==> config.mk <==
export PLATFORM = sky130hd
export DESIGN_NAME = bist_misr_analyzer
export DESIGN_NICKNAME = d
export VERILOG_FILES = /design/src/rtl/bist_pkg.sv /design/src/rtl/bist_misr_reg.sv /design/src/rtl/bist_misr_analyzer.sv
export SDC_FILE = /design/constraint.sdc
export NUM_CORES = 1
export LEC_CHECK = 0
export BUFFER_PORTS_ARGS = -buffer_cell sky130_fd_sc_hd__buf_2
export CORE_AREA = 2 2 62 50
export CTS_BUF_LIST = sky130_fd_sc_hd__clkbuf_2
export DETAILED_ROUTE_END_ITERATION = 10
export DIE_AREA = 0 0 64 52
export PLACE_DENSITY = 0.77
export SYNTH_ARGS = -nofsm -noshare
export SYNTH_HDL_FRONTEND = slang
export SYNTH_SLANG_ARGS = --single-unit
==> constraint.sdc <==
create_clock -name CLK -period 1.2 [get_ports CLK]
set_input_delay 0.24 -clock CLK [delete_from_list [all_inputs] [get_ports CLK]]
set_output_delay 0.24 -clock CLK [all_outputs]
set_load 0.02 [all_outputs]
==> src/rtl/bist_pkg.sv <==
// Shared types and defaults for the BIST output-response analyzer.
// Latency: n/a (package only); backpressure: n/a.
package bist_pkg;

    typedef enum logic [1:0] {
        ST_IDLE,
        ST_COMPACT,
        ST_EVAL,
        ST_DONE
    } state_t;

    localparam int          DEF_WIDTH = 16;
    localparam logic [15:0] DEF_POLY  = 16'h002D;
    localparam int          CNT_W     = 16;

endpackage

==> src/rtl/bist_misr_reg.sv <==
// Galois-form MISR register with load/step/hold control; load+step steps from INIT_VALUE.
// Latency: 1 cycle per step; backpressure: none, steps whenever step_i is high.
module bist_misr_reg
    import bist_pkg::*;
#(
    parameter int               WIDTH      = DEF_WIDTH,
    parameter logic [WIDTH-1:0] POLY       = WIDTH'(DEF_POLY),
    parameter logic [WIDTH-1:0] INIT_VALUE = '0
) (
    input  logic             clk,
    input  logic             rst_n,
    input  logic             load_i,
    input  logic             step_i,
    input  logic [WIDTH-1:0] cut_i,
    output logic [WIDTH-1:0] sig_o
);

    logic [WIDTH-1:0] sig_q;
    logic [WIDTH-1:0] sig_d;
    logic [WIDTH-1:0] base;

    always_comb begin
        base  = load_i ? INIT_VALUE : sig_q;
        sig_d = base;
        if (step_i) begin
            sig_d = {base[WIDTH-2:0], 1'b0} ^ (base[WIDTH-1] ? POLY : '0) ^ cut_i;
        end
    end

    always_ff @(posedge clk or negedge rst_n) begin
        if (!rst_n) begin
            sig_q <= INIT_VALUE;
        end else begin
            sig_q <= sig_d;
        end
    end

    assign sig_o = sig_q;

endmodule

==> src/rtl/bist_misr_analyzer.sv <==
// BIST response analyzer: compacts CUT_OUT into a MISR and registers a PASS/FAIL verdict.
// Verdict 2 cycles after FINISH; no backpressure. BIST_MISR_COUNT_EN adds PAT_COUNT check.
module bist_misr_analyzer
    import bist_pkg::*;
#(
    parameter int               WIDTH      = DEF_WIDTH,
    parameter logic [WIDTH-1:0] POLY       = WIDTH'(DEF_POLY),
    parameter logic [WIDTH-1:0] INIT_VALUE = '0,
    parameter logic [WIDTH-1:0] GOLDEN     = '0,
    parameter int unsigned      EXP_COUNT  = 900
) (
    input  logic             CLK,
    input  logic             RESET_N,
    input  logic             RUNNING,
    input  logic             OUT,
    input  logic             FINISH,
    input  logic [WIDTH-1:0] CUT_OUT,
    output logic [WIDTH-1:0] SIGNATURE,
    output logic             DONE,
    output logic             PASS,
    output logic             FAIL
`ifdef BIST_MISR_COUNT_EN
    ,
    output logic [CNT_W-1:0] PAT_COUNT
`endif
);

    state_t state_q;
    logic   running_q;
    logic   done_q;
    logic   pass_q;
    logic   fail_q;
    logic   run_start;
    logic   misr_step;
    logic   verdict_ok;

    // A rising RUNNING during the single EVAL cycle is deliberately dropped.
    assign run_start = RUNNING && !running_q && (state_q != ST_EVAL);
    assign misr_step = OUT && (run_start || (state_q == ST_COMPACT));

    bist_misr_reg #(
        .WIDTH      (WIDTH),
        .POLY       (POLY),
        .INIT_VALUE (INIT_VALUE)
    ) u_misr (
        .clk    (CLK),
        .rst_n  (RESET_N),
        .load_i (run_start),
        .step_i (misr_step),
        .cut_i  (CUT_OUT),
        .sig_o  (SIGNATURE)
    );

`ifdef BIST_MISR_COUNT_EN
    logic [CNT_W-1:0] cnt_q;

    always_ff @(posedge CLK or negedge RESET_N) begin
        if (!RESET_N) begin
            cnt_q <= '0;
        end else if (run_start) begin
            cnt_q <= OUT ? CNT_W'(1) : '0;
        end else if (misr_step && (cnt_q != '1)) begin
            cnt_q <= cnt_q + CNT_W'(1);
        end
    end

    assign PAT_COUNT  = cnt_q;
    assign verdict_ok = (SIGNATURE == GOLDEN) && (cnt_q == CNT_W'(EXP_COUNT));
`else
    assign verdict_ok = (SIGNATURE == GOLDEN);
`endif

    always_ff @(posedge CLK or negedge RESET_N) begin
        if (!RESET_N) begin
            state_q   <= ST_IDLE;
            running_q <= 1'b0;
            done_q    <= 1'b0;
            pass_q    <= 1'b0;
            fail_q    <= 1'b0;
        end else begin
            running_q <= RUNNING;
            if (run_start) begin
                state_q <= ST_COMPACT;
                done_q  <= 1'b0;
                pass_q  <= 1'b0;
                fail_q  <= 1'b0;
            end else begin
                case (state_q)
                    ST_COMPACT: begin
                        if (FINISH) begin
                            state_q <= ST_EVAL;
                        end
                    end
                    ST_EVAL: begin
                        pass_q  <= verdict_ok;
                        fail_q  <= !verdict_ok;
                        done_q  <= 1'b1;
                        state_q <= ST_DONE;
                    end
                    default: begin
                    end
                endcase
            end
        end
    end

    assign DONE = done_q;
    assign PASS = pass_q;
    assign FAIL = fail_q;

endmodule

==> results.md, run 1 <==
Logic synthesis:
- Of the total synthesized cell area, the portion taken by XOR and XNOR cells is 0.143.
- Synthesis handed over a netlist of between 100 and 150 instances.
- The compound-gate portion of the synthesized area was 0.247.
- The number of enable-type register cells in the synthesized netlist is 0.
- The share of the synthesized area in the top cell type is 0.473.
- The main combinational cell family by area after synthesis is compound AO/OA/AOI/OAI gates.
- Ranked by total cell area, the synthesized netlist is headed by sky130_fd_sc_hd__dfrtp_1, sky130_fd_sc_hd__xor2_1, sky130_fd_sc_hd__o2bb2ai_1.
- The post-synthesis share of cell area spent on and, or, nand and nor gates is 0.0816.
- For this run, the leading register cell type out of synthesis is sky130_fd_sc_hd__dfrtp_1.
- Summing every instance area after synthesis gives 1160 µm².
- A synthesized cell averages between 10 and 15 µm².
- The number of storage elements in the synthesis netlist is 22.
- Yosys printed 0 warnings.
- The fraction of the mapped netlist area in adder cells is 0.00967.
- The share of synthesized registers carrying an async set or reset is 1.00.
- When the netlist entered floorplanning its net count stood at 125.
- The number of distinct library cells after synthesis is 25.
- The synthesized design spends more area on one cell type than any other, namely sky130_fd_sc_hd__dfrtp_1.
- The share of cell area taken by muxes after synthesis is 0.
- For this run, the register share of the synthesized area comes to 0.473.

Cells and area:
- In the layout the commonest cells are sky130_fd_sc_hd__buf_6, sky130_fd_sc_hd__buf_4, sky130_fd_sc_hd__buf_2.
- The net total in the final layout is 219.
- The number of antenna cells inserted is 0.
- The number of filler cells placed in the layout is 122.
- The library cell used most frequently in the layout, excluding fill and tap cells, is sky130_fd_sc_hd__buf_6.
- The fraction of final layout cells with drive strength greater than 1 is 0.772.
- The relative area change from synthesis to final layout is 103%.

Critical path:
- The maximum cell stage delay along the critical path is 430 ps.
- The reg-to-reg critical path endpoint is u_misr.sig_o[0].
- The data arrival time at the worst-slack endpoint is around 1700 ps.
- The standard cell with the maximum stage delay on the critical path is sky130_fd_sc_hd__dfrtp_1.
- At the worst endpoint, the required time is 1440 ps.
- The worst setup path is launched from a flip-flop.
- The start of the worst register-to-register path is running_q.
- STA classifies the critical path endpoint as a flip-flop.
- In this run the register-to-register setup slack is -280 ps.
- Along the worst path, the maximum fanout reaches 19.
- The critical path is of the flip-flop to flip-flop type.
- Counting cells, the worst reg-to-reg path comes to 5.
- Walking the worst path, the cells encountered are nand2b_4, buf_12, o21ai_1, xor2_1, o2bb2ai_2.

Global routing:
- The number of global-route vias before repair is 1309.
- Across every metal layer, demand over resource in global routing totals 0.265.
- The largest net degree at the start of global routing is 23.
- The first global-routing pass estimated about 6.5 mm of wire.
- The initial antenna violation count is 0.
- Summed over all layers, the global routing overflow is 0.

STA:
- The worst pin sits at a relative slew slack of 0.650.
- The worst path in the final design needs a cycle of 1480 ps, including I/O delays and setup.
- For the pin with the worst max-slew slack, the measured transition is roughly 520 ps.
- Setup repair after global routing could not meet its margin everywhere.
- After layout, the worst setup slack is -283 ps.
- The max-slew violation total from the final report was 0.
- The upper clock frequency limit is 0.674 GHz.
- The total setup violations reported at the end of the flow is 34.
- The total count of hold-check failures in the final report was 0.
- For the final database, setup skew stands at roughly 30 ps.
- Dividing the final minimum period by the clock period gives 1.24.
- After routing, the total negative slack on setup checks comes to -4580 ps.

Drt:
- The detailed-router iteration count before antenna repair is 4.
- The final routed wire length divided by cell count is 22.0 µm.
- The average vias per placed instance is 5.57.
- The remaining antenna violation count after routing is 0.
- The routed wire length is 5.16 mm.
- The routed via count is 1308.
- The violation count after the first detailed-route iteration is 75.
- The remaining routing DRC violations is 0.

Floorplan:
- For this configuration, the core starts out at a cell density of 0.425.
- The total core area is 2740 µm².
- From bottom edge to top edge, the die measures around 52 µm.
- The horizontal die dimension is 64 µm.
- Pin placement for this block handled 40 I/O pins.
- The area of the die is 3330 µm².
- The standard-cell row count is 17.

Clock tree:
- The number of clock buffers added by TritonCTS is 3.
- TritonCTS built the clock tree.
- The number of clock sinks seen by CTS is 22.
- The clock transition at the registers of the reported paths is 200 ps.
- The root buffer selected by CTS is sky130_fd_sc_hd__clkbuf_2.
- The number of H-tree levels is 1.
- The clock tree buffer depth is 2.
- The clock latency of the later-clocked register in the worst-skew pair is 360 ps.

Place:
- The count of buffers added on input and output ports is 39.
- The half-perimeter wire length after detailed placement is ~2.1 mm.
- The global placer's final weighted congestion is 0.836.
- Timing analysis after detailed placement gives a worst setup slack of -370 ps.

Power and ir drop:
- For this design the ratio of total power to cell area is 2020 nW/µm².
- The peak supply drop is 0.00132 V.
- The analysis attributes to cell leakage a power of approximately 1.1 nW.

Status:
- The run finished, with violations left.
- The final reports fail on negative setup slack.

Worst hold path:
- Along the worst hold path, the cell count comes to 1.
- The tightest min-delay check is of the primary input to flip-flop type.
- In this run the most critical hold path is launched from RUNNING.
- The endpoint of the worst hold path is running_q.

Flow run:
- The tool flagged a number of max-cap violations equal to 0.
==> layout make-up <==
cell class	instances	area, µm²	share of cell area
multi-input cells	75	866	0.367
clock buffers	3	15.0	0.00636
inverters	1	3.75	0.00159
repair buffers	95	866	0.367
flip-flops and latches	22	558	0.236
clock inverters	1	3.75	0.00159
well taps	38	47.5	0.0201
==> cells in the mapped netlist (2+ instances only) <==
cell type,number
sky130_fd_sc_hd__nor2_1,3
sky130_fd_sc_hd__dfrtp_1,22
sky130_fd_sc_hd__nand2_1,2
sky130_fd_sc_hd__o2bb2ai_2,4
sky130_fd_sc_hd__nor4_1,4
sky130_fd_sc_hd__o21ai_0,8
sky130_fd_sc_hd__xor2_1,19
sky130_fd_sc_hd__buf_2,4
sky130_fd_sc_hd__buf_6,2
sky130_fd_sc_hd__o2bb2ai_1,12
sky130_fd_sc_hd__a21oi_1,2
sky130_fd_sc_hd__o21ai_1,8
sky130_fd_sc_hd__nand2b_1,2
==> where the power goes <==
part | internal, mW | total (mW) | switching (mW)
logic | 1.76 | 3.23 | 1.47
registers | 0.964 | 1.21 | 0.246
clock network | 0.0723 | 0.320 | 0.247
total | 2.80 | 4.76 | 1.96
==> layer usage <==
metal,share of wire,global-route usage,vias up,routed length [µm]
met5,0,0,-,0
met4,0.022,0.0725,0,116
met3,0.052,0.0628,12,271
met2,0.52,0.450,74,2660
met1,0.41,0.340,657,2110
li1,-,-,565,-
==> repair_timing <==
action	in CTS	in global routing
setup buffers	25	5
resized for setup	77	33
setup endpoints to repair	34	38
pin swaps	18	9
hold buffers	1	0
hold endpoints to repair	22	0
gates cloned	1	1
==> critical path, delay by kind of cell, from the launching register on <==
kind	cells	cell delay (ps)
DFF	1	430
and+or+nand+nor	1	160
xor gates and xnor gates	1	280
buffers and inverters	1	170
AOI/OAI and AO/OA	2	350
==> how the worst max path moves through the flow <==
stage | depth (start not counted) | end | slack [ps] | from
3_3_place_gp | 4 | u_misr.sig_o[15] | -320 | RUNNING
5_1_grt | 5 | u_misr.sig_o[0] | -290 | running_q
6_report | 5 | u_misr.sig_o[0] | -280 | running_q
3_5_place_dp | 4 | u_misr.sig_o[1] | -370 | RUNNING
2_1_floorplan | 5 | u_misr.sig_o[12] | -30 | running_q
4_1_cts | 2 | SIGNATURE[15] | -130 | u_misr.sig_o[15]
==> stage by stage <==
stage | cell area, µm² | total power, mW | cells | hold slack [ps] | utilization
6_report | 2360 | 4.76 | 235 | 49.3 | 0.860
5_1_grt | 2360 | 4.93 | 235 | 18.9 | 0.860
4_1_cts | 2120 | 4.18 | 229 | 54.8 | 0.772
3_5_place_dp | 1620 | 2.87 | 198 | 241 | 0.589
3_3_place_gp | 1620 | 2.82 | 198 | 224 | 0.589
2_1_floorplan | 1260 | 2.18 | 104 | -55.6 | -
==> sequential cells by signal, summed over array words and instances, names as in the netlist <==
register      flops
u_misr.sig_o     16
FAIL              1
state_q           2
running_q         1
DONE              1
PASS              1
==> kinds of logic after synthesis <==
kind of cell / count (synthesis)
AO/OA/AOI/OAI: 38
XOR/XNOR: 19
adder cells (fa/ha/maj): 1
buffers and inverters: 8
flip-flops: 22
AND/OR/NAND/NOR: 16
(Power assumes the default switching activity.)
==> run 2: changes to the inputs <==
--- a/config.mk
+++ b/config.mk
@@ -6,11 +6,13 @@
 export NUM_CORES = 1
 export LEC_CHECK = 0
 export BUFFER_PORTS_ARGS = -buffer_cell sky130_fd_sc_hd__buf_2
-export CORE_AREA = 2 2 62 50
+export CELL_PAD_IN_SITES_DETAIL_PLACEMENT = 1
+export CELL_PAD_IN_SITES_GLOBAL_PLACEMENT = 1
+export CORE_AREA = 2 2 79 62
 export CTS_BUF_LIST = sky130_fd_sc_hd__clkbuf_2
 export DETAILED_ROUTE_END_ITERATION = 10
-export DIE_AREA = 0 0 64 52
-export PLACE_DENSITY = 0.77
+export DIE_AREA = 0 0 81 64
+export PLACE_DENSITY = 0.65
 export SYNTH_ARGS = -nofsm -noshare
 export SYNTH_HDL_FRONTEND = slang
 export SYNTH_SLANG_ARGS = --single-unit
==> run 2 against run 1 <==
Compared with the run above:
- the run still ends with negative setup slack left
- largest power group unchanged
- critical endpoint is now FAIL
- final cell count rose by 10%
- sequential cell count did not move
- routed wire length fell by 7.3%
==> results.md, run 2 (synthesis gave the netlist of run 1 again) <==
Status:
- The flow ran to the end, but the final reports show violations.
- The checks that failed: negative setup slack.

Drt:
- In the final routed layout, each cell accounts on average for roughly 18 µm.
- The routed via count is 1234.
- The average vias per placed instance is around 4.8.
- Summed over all layers, the routed wires come to around 4.8 mm.
- The detailed-router iteration count before antenna repair is 4.
- The remaining routing DRC violations is 0.
- In this run the remaining antenna-violating nets after routing total 0.
- The violation count after the first detailed-route iteration is 47.

Place:
- Once detailed placement completed, the half-perimeter wirelength came to 2.77 mm.
- The worst setup slack after placement is -205 ps.
- The count of buffers added on input and output ports is 39.
- In this run, placement finished with an instance count of roughly 220.
- At the end of routability-driven placement, the weighted congestion stood at 0.759.

Cells and area:
- The register with the most flip-flops in the layout has 16 of them.
- The most common cell after layout, fill and taps aside is sky130_fd_sc_hd__buf_6.
- Of the cells placed in the final design, the portion with a size suffix greater than 1 is 0.728.
- After filler insertion, the fill cell instance count of the layout stands at 469.
- In the layout the commonest cells are sky130_fd_sc_hd__buf_6, sky130_fd_sc_hd__buf_4, sky130_fd_sc_hd__buf_2.
- The non-filler instance count after layout is 259.
- The number of antenna cells inserted is 0.
- The area growth from synthesis to layout is 102%.
- The net total in the final layout is 224.

STA:
- The time the final worst path needs with I/O delays and setup is 1370 ps.
- For this run, the top clock speed supported by timing is 0.728 GHz.
- The transition time of the tightest slew-check pin is 557 ps.
- The tightest hold path in the finished design has a slack of 146 ps.
- Across all setup checks in the final design, the least slack found is -173 ps.
- The worst clock skew is approximately 29 ps.
- Setup violations remaining at the end of the flow were counted as 37.
- The max-slew violation total from the final report is 0.
- The final period utilization is 1.14.
- The relative max-transition margin is 0.629.
- Setup repair after global routing could not meet its margin everywhere.
- The total count of hold-check failures in the final report is 0.

Clock tree:
- The root buffer selected by CTS is sky130_fd_sc_hd__clkbuf_2.
- TritonCTS built the clock tree.
- The clock reaches the later pin of the worst-skew pair after between 300 and 400 ps.
- After clock tree synthesis, the clock-pin slew on the worst setup and hold paths is approximately 240 ps.
- The clock tree buffer depth is 2.
- The number of clock sinks seen by CTS is 22.
- Clock tree synthesis inserted a total of 3 buffers.
- CTS built an H-tree with a depth of 1.

Global routing:
- For this run, global-route usage on met2 was measured as 0.323.
- The total routing resource utilization after global routing is 0.189.
- The global-route wire length before repair is about 7.3 mm.
- The initial antenna violation count came to 0.
- In the global route stage, met1 resource usage came out at 0.258.
- The number of global-route vias before repair was 1343.
- The largest net degree at the start of global routing is 23.
- The met3 global-route usage is 0.0381.
- For this run the aggregate overflow at the end of global routing stands at 0.
- The layer flagged by global routing as most heavily used is met2.

Power and ir drop:
- The sequential cell fraction of total power is 0.251.
- The share of total power dissipated in combinational logic is 0.636.
- The internal cell power is 2.92 mW.
- The power spent charging and discharging nets is 1.76 mW.
- The worst-case IR drop observed on VDD is 0.000757 V.
- In this run the static leakage power is 1.07 nW.
- Power spread over the standard cell area amounts to 1990 nW/µm².
- The switching share of total power is 0.376.
- The part of the total power dissipated in the clock network is 0.113.

Floorplan:
- The horizontal die dimension is 81 µm.
- Measured along the y axis, the die boundary spans 64 µm.
- For this configuration, the core starts out at a cell density of 0.267.
- The area of the die is around 5200 µm².
- The total core area is 4360 µm².
- The standard-cell row count is 21.
- In this run the count of I/O pins placed on the die edge is 40.

Critical path:
- For the worst setup path, the data arrival time is 1660 ps.
- The start of the worst register-to-register path is u_misr.sig_o[13].
- STA classifies the critical path endpoint as a flip-flop.
- The setup path with the least slack is of type flip-flop to flip-flop.
- In this design, the largest share of critical-path delay is due to simple AND/OR/NAND/NOR gates.
- For the worst flop-to-flop path, the logic depth is 3.
- STA classifies the critical path startpoint as a flip-flop.
- The register-to-register setup slack is -170 ps.
- The worst-path maximum fanout is 2.
- The largest single stage delay on the critical path is 490 ps.
- The data required time of the critical path is 1490 ps.
- The reg-to-reg critical path endpoint is FAIL.
- The standard cell with the maximum stage delay on the critical path is sky130_fd_sc_hd__dfrtp_2.
- The number of buffers and inverters on the critical path is 0.
- Traced cell by cell, the critical path runs through nor4_2, nand4_1, a22o_1.

Worst hold path:
- The start point of the worst hold path is CUT_OUT[2].
- The endpoint of the worst hold path is u_misr.sig_o[2].
- The worst hold path passes through 3 cells.
- The class of the tightest hold or removal check is primary input to flip-flop.

Flow run:
- The tool flagged a number of max-cap violations equal to 0.
[run 2: routing by layer]
| layer | vias up | wire length, µm | share of wire |
|---|---|---|---|
| met5 | - | 0 | 0 |
| met4 | 0 | 0 | 0 |
| met3 | 0 | 197 | 0.041 |
| met2 | 34 | 2470 | 0.52 |
| met1 | 625 | 2120 | 0.44 |
| li1 | 575 | - | - |
[run 2: area by class of cell]
type / count / area (µm²) / share of cell area
sequential: 22 / 557 / 0.236
clock buffer: 3 / 15.0 / 0.00637
clock inverter: 1 / 30.0 / 0.0127
tap: 57 / 71.3 / 0.0302
multi-input combinational: 75 / 762 / 0.323
inverter: 1 / 3.75 / 0.00159
timing repair buffer: 100 / 920 / 0.390
[run 2: worst min-delay path: stages]
cell and delay, ps:
sky130_fd_sc_hd__buf_2 80, sky130_fd_sc_hd__xor2_1 70, sky130_fd_sc_hd__o2bb2ai_2 100
[run 2: worst max-delay path by stage]
stage                     cells after the start  slack [ps]              from               end
after global routing                          3        -240   u_misr.sig_o[3]              PASS
after floorplan                               5         -30         running_q  u_misr.sig_o[12]
final                                         3        -170  u_misr.sig_o[13]              FAIL
after CTS                                     2        -130  u_misr.sig_o[10]     SIGNATURE[10]
after global placement                        7        -110           RUNNING  u_misr.sig_o[12]
after detailed placement                      5        -200        state_q[1]   u_misr.sig_o[6]
[run 2: what timing repair did]
action,CTS,global route
endpoints found under the hold margin,22,1
buffers inserted,23,4
gates resized for setup,80,16
hold buffers,1,1
pin swaps,23,7
setup endpoints to repair,36,39
gates cloned,3,0
[run 2: power groups by stage]
stage	combinational, mW	clock [mW]	sequential (mW)
floorplan	0.724	0	1.46
global placement	1.80	0	1.10
detailed placement	1.86	0	1.11
CTS	2.75	0.546	1.15
global route	3.15	0.585	1.20
finish	2.98	0.531	1.18
[run 2: stage by stage]
| step | utilization | setup TNS, ps | cell area (µm²) | total power, mW |
|---|---|---|---|---|
| finish | 0.541 | -3850 | 2360 | 4.69 |
| CTS | 0.515 | -3670 | 2250 | 4.44 |
| floorplan | - | -303 | 1260 | 2.18 |
| global placement | 0.389 | -1670 | 1700 | 2.90 |
| global route | 0.541 | -6450 | 2360 | 4.94 |
| detailed placement | 0.389 | -2260 | 1700 | 2.97 |
==> run 3: changes to the inputs <==
--- a/config.mk
+++ b/config.mk
@@ -8,11 +8,13 @@
 export BUFFER_PORTS_ARGS = -buffer_cell sky130_fd_sc_hd__buf_2
 export CELL_PAD_IN_SITES_DETAIL_PLACEMENT = 1
 export CELL_PAD_IN_SITES_GLOBAL_PLACEMENT = 1
-export CORE_AREA = 2 2 79 62
+export CORE_AREA = 2 2 83 65
 export CTS_BUF_LIST = sky130_fd_sc_hd__clkbuf_2
 export DETAILED_ROUTE_END_ITERATION = 10
-export DIE_AREA = 0 0 81 64
+export DIE_AREA = 0 0 85 67
 export PLACE_DENSITY = 0.65
+export REMOVE_ABC_BUFFERS = 1
 export SYNTH_ARGS = -nofsm -noshare
 export SYNTH_HDL_FRONTEND = slang
+export SYNTH_HIERARCHICAL = 1
 export SYNTH_SLANG_ARGS = --single-unit
==> run 3 against run 2 <==
Compared with the run above:
- the run still ends with negative setup slack left
- via count grew 16%
- critical path depth grew 4
- total power shrank 12%
- clock power shrank 40%
- first-iteration DRC count grew 8.5%
- combinational power shrank 9.4%
- die area grew 9.9%
- sequential power shrank 4%
- routed wire length grew 6.2%
- sequential cell count is the same
- worst hold slack lost 21 ps
==> results.md, run 3 <==
Floorplan:
- The die is approximately 67 µm tall.
- The total core area is 4820 µm².
- For this configuration, the core starts out at a cell density of 0.264.
- The die is 85 µm wide.
- The area of the die is 5700 µm².
- After floorplanning, the core was divided into 22 placement rows.
- During I/O placement, the number of pins put on the boundary was 40.

Global routing:
- The overall overflow remaining after global route is 0.
- The largest net degree at the start of global routing is 32.
- The total routing resource utilization after global routing is 0.152.
- The first global-routing pass estimated 6.81 mm of wire.
- The initial antenna violation count is 0.
- The number of global-route vias before repair came to 1402.

Drt:
- In the final routed layout, each cell accounts on average for between 15 and 20 µm.
- The remaining routing DRC violations is 0.
- The routed via count is 1431.
- The remaining antenna violation count after routing is 0.
- The detailed-router iteration count before antenna repair is 4.
- The routed design has roughly 5.1 mm of wire.
- For this block, the initial DRC count from the detailed router was 51.
- The average vias per placed instance is 4.92.

Cells and area:
- The flip-flop count of the largest register, all copies and words added is 16.
- From synthesis to final layout, the design area changed by 89.9%.
- The number of filler cells placed in the layout is 540.
- The number of antenna cells inserted is 0.
- Summing all flip-flop and latch instances after layout gives 552 µm².
- After routing the design area is 2420 µm².
- The net total in the final layout is 253.
- Of the cells placed in the final design, the portion with a size suffix greater than 1 is 0.615.
- In the layout the commonest cells are sky130_fd_sc_hd__buf_4, sky130_fd_sc_hd__buf_6, sky130_fd_sc_hd__dfrtp_1, sky130_fd_sc_hd__buf_2, sky130_fd_sc_hd__inv_1.
- Leaving out fill and tap cells, the most frequent cell in the layout is sky130_fd_sc_hd__buf_4.
- In the final layout, the multi-input gates occupy 778 µm².

Logic synthesis:
- In the synthesized netlist, the cells that appear most often are sky130_fd_sc_hd__dfrtp_1, sky130_fd_sc_hd__inv_1, sky130_fd_sc_hd__nand2_1, sky130_fd_sc_hd__o21ai_1.
- The number of enable-type register cells in the synthesized netlist is 0.
- Yosys mapped the design onto 28 distinct sky130hd cell types.
- The top flip-flop cell by instance count after synthesis is sky130_fd_sc_hd__dfrtp_1.
- After synthesis, the cell types taking the most area are sky130_fd_sc_hd__dfrtp_1, sky130_fd_sc_hd__a2bb2oi_1, sky130_fd_sc_hd__o211ai_1.
- The number of storage elements in the synthesis netlist is 22.
- The top cell type by total area after synthesis is sky130_fd_sc_hd__dfrtp_1.
- Of the synthesized area, sequential elements account for 0.432.
- The share of synthesized registers carrying an async set or reset is 1.00.
- The cell area after technology mapping is about 1300 µm².
- The number of warnings issued by yosys is 6.
- The share of the synthesized area in the top cell type is 0.432.
- The mean instance size in the synthesized netlist is between 9 and 10 µm².
- The cell with the most instances after synthesis is sky130_fd_sc_hd__dfrtp_1.
- Synthesis produced a netlist whose cell count is around 130.

Power and ir drop:
- The switching share of total power is 0.394.
- The analysis attributes to net switching a power of 1.63 mW.
- The sequential cell fraction of total power is 0.273.
- The internal cell power is ~2.5 mW.
- The total power divided by cell area is 1710 nW/µm².
- The worst-case IR drop observed on VDD is 0.000708 V.
- The analysis attributes to cell leakage a power of 1.14 nW.
- The part of the power in combinational logic is 0.651.
- The share of total power dissipated in the clock network is 0.077.

Critical path:
- The data required time of the critical path is around 1500 ps.
- The worst-path maximum fanout is 6.
- The category of the worst setup path capture point is a flip-flop.
- At the worst endpoint, the arrival time is ~1800 ps.
- The startpoint kind of the worst setup timing path is a flip-flop.
- The critical path class is flip-flop to flip-flop.

STA:
- The upper clock frequency limit is 0.641 GHz.
- The worst hold margin is roughly 130 ps.
- Setup repair after global routing could not meet its margin everywhere.
- After layout, the minimum clock period comes to 1560 ps.
- The max-slew violation total from the final report was 0.
- The transition time of the tightest slew-check pin is 542 ps.
- In the post-route analysis, the smallest setup slack over all paths is -359 ps.
- Headroom to the max-slew limit came out at 0.639.
- Setup violations remaining at the end of the flow were counted as 34.
- The worst clock skew is about 19 ps.
- The total count of hold-check failures in the final report is 0.
- Of the available clock period, the critical path in the final layout requires 1.30.

Clock tree:
- TritonCTS created 3 clock buffers.
- No sink is reached through more buffers than the 2 on the longest clock path.
- At the later pin of the worst-skew pair, clock insertion delay measures about 350 ps.
- The number of clock sinks seen by CTS is 22.
- TritonCTS built the clock tree.
- The number of H-tree levels is 1.
- After clock tree synthesis, the clock-pin slew on the worst setup and hold paths is 240 ps.
- The root buffer selected by CTS is sky130_fd_sc_hd__clkbuf_2.

Worst hold path:
- The class of the tightest hold or removal check is primary input to flip-flop.

Status:
- The flow ran to the end, but the final reports show violations.
- The checks that failed: negative setup slack.

Place:
- Port buffering added 39 buffers.
- The global placer's final weighted congestion is 0.712.
- The half-perimeter wire length after detailed placement is roughly 2.6 mm.
- The worst setup slack after placement is -412 ps.
- The placed instances occupy a cell area of 1660 µm².

Flow run:
- The number of max-capacitance violations reported is 0.
-- run 3: cell count changes after synthesis, sizes merged, moves of 7 or more --
cell / delta
o211ai: +11
xor2: -16
a2bb2oi: +11
inv: +15
nor2b: +7
o2bb2ai: -16
nand2: +9
-- run 3: repair_timing --
action	CTS	global route
setup endpoints to repair	34	37
hold buffers	1	0
setup buffers	23	15
endpoints found under the hold margin	22	0
resized for setup	68	34
gates cloned	2	2
pin swaps	16	3
-- run 3: final cells by class --
| class | instances | area share |
|---|---|---|
| Timing Repair Buffer | 102 | 0.381 |
| Clock buffer | 3 | 0.00621 |
| Tap cell | 60 | 0.0310 |
| Inverter | 16 | 0.0300 |
| Sequential cell | 22 | 0.228 |
| Multi-Input combinational cell | 87 | 0.322 |
| Clock inverter | 1 | 0.00155 |
-- run 3: path summary, 6_finish.rpt --
check	from	to	slack (ps)	depth (start not counted)
max	running_q	u_misr/sig_o[2]	-360	7
min	CUT_OUT[15]	u_misr/sig_o[15]	130	3
max reg2reg	running_q	u_misr/sig_o[2]	-360	7
min reg2reg	DONE	DONE	540	1
max in group asynchronous	RESET_N	u_misr/sig_o[15]	450	2
min in group asynchronous	RESET_N	u_misr/sig_o[13]	370	2
-- run 3: per-stage QoR --
stage          utilization  TNS, ps  total power [mW]  cells
6_report             0.502    -5940              4.15    291
5_1_grt              0.502    -8280              4.39    291
4_1_cts              0.442    -5420              3.70    277
3_5_place_dp         0.345    -6140              2.65    247
3_3_place_gp         0.345    -5410              2.63    247
2_1_floorplan            -   -28940              1.94    125
-- run 3: metal layers --
layer	share of wire	vias to the layer above	global-route usage
met1	0.45	725	0.201
met3	0.036	2	0.0384
met4	0.0026	0	0.0159
met5	0	-	0
met2	0.51	32	0.261
li1	-	672	-
-- run 3: cell families after synthesis --
logic type | Yosys count | share of synthesized area
DFF | 22 | 0.432
muxes | 1 | 0.00786
buffers and inverters | 24 | 0.102
xor gates and xnor gates | 4 | 0.0275
AOI/OAI and AO/OA | 49 | 0.285
and+or+nand+nor | 33 | 0.145
-- run 3: power groups by stage --
stage	clock, mW	combinational, mW	sequential (mW)
2_1_floorplan	0	0.567	1.37
3_3_place_gp	0	1.53	1.11
3_5_place_dp	0	1.55	1.11
4_1_cts	0.320	2.26	1.12
5_1_grt	0.361	2.88	1.16
6_report	0.318	2.70	1.13
-- run 3: critical path: stages, from the launching register on --
cell                       delay (ps)
sky130_fd_sc_hd__dfrtp_1          430
sky130_fd_sc_hd__nand2b_4         160
sky130_fd_sc_hd__nor2_4           120
sky130_fd_sc_hd__o21a_4           150
sky130_fd_sc_hd__buf_6            130
sky130_fd_sc_hd__and2b_2          240
sky130_fd_sc_hd__a31oi_4          150
sky130_fd_sc_hd__o32ai_2           90
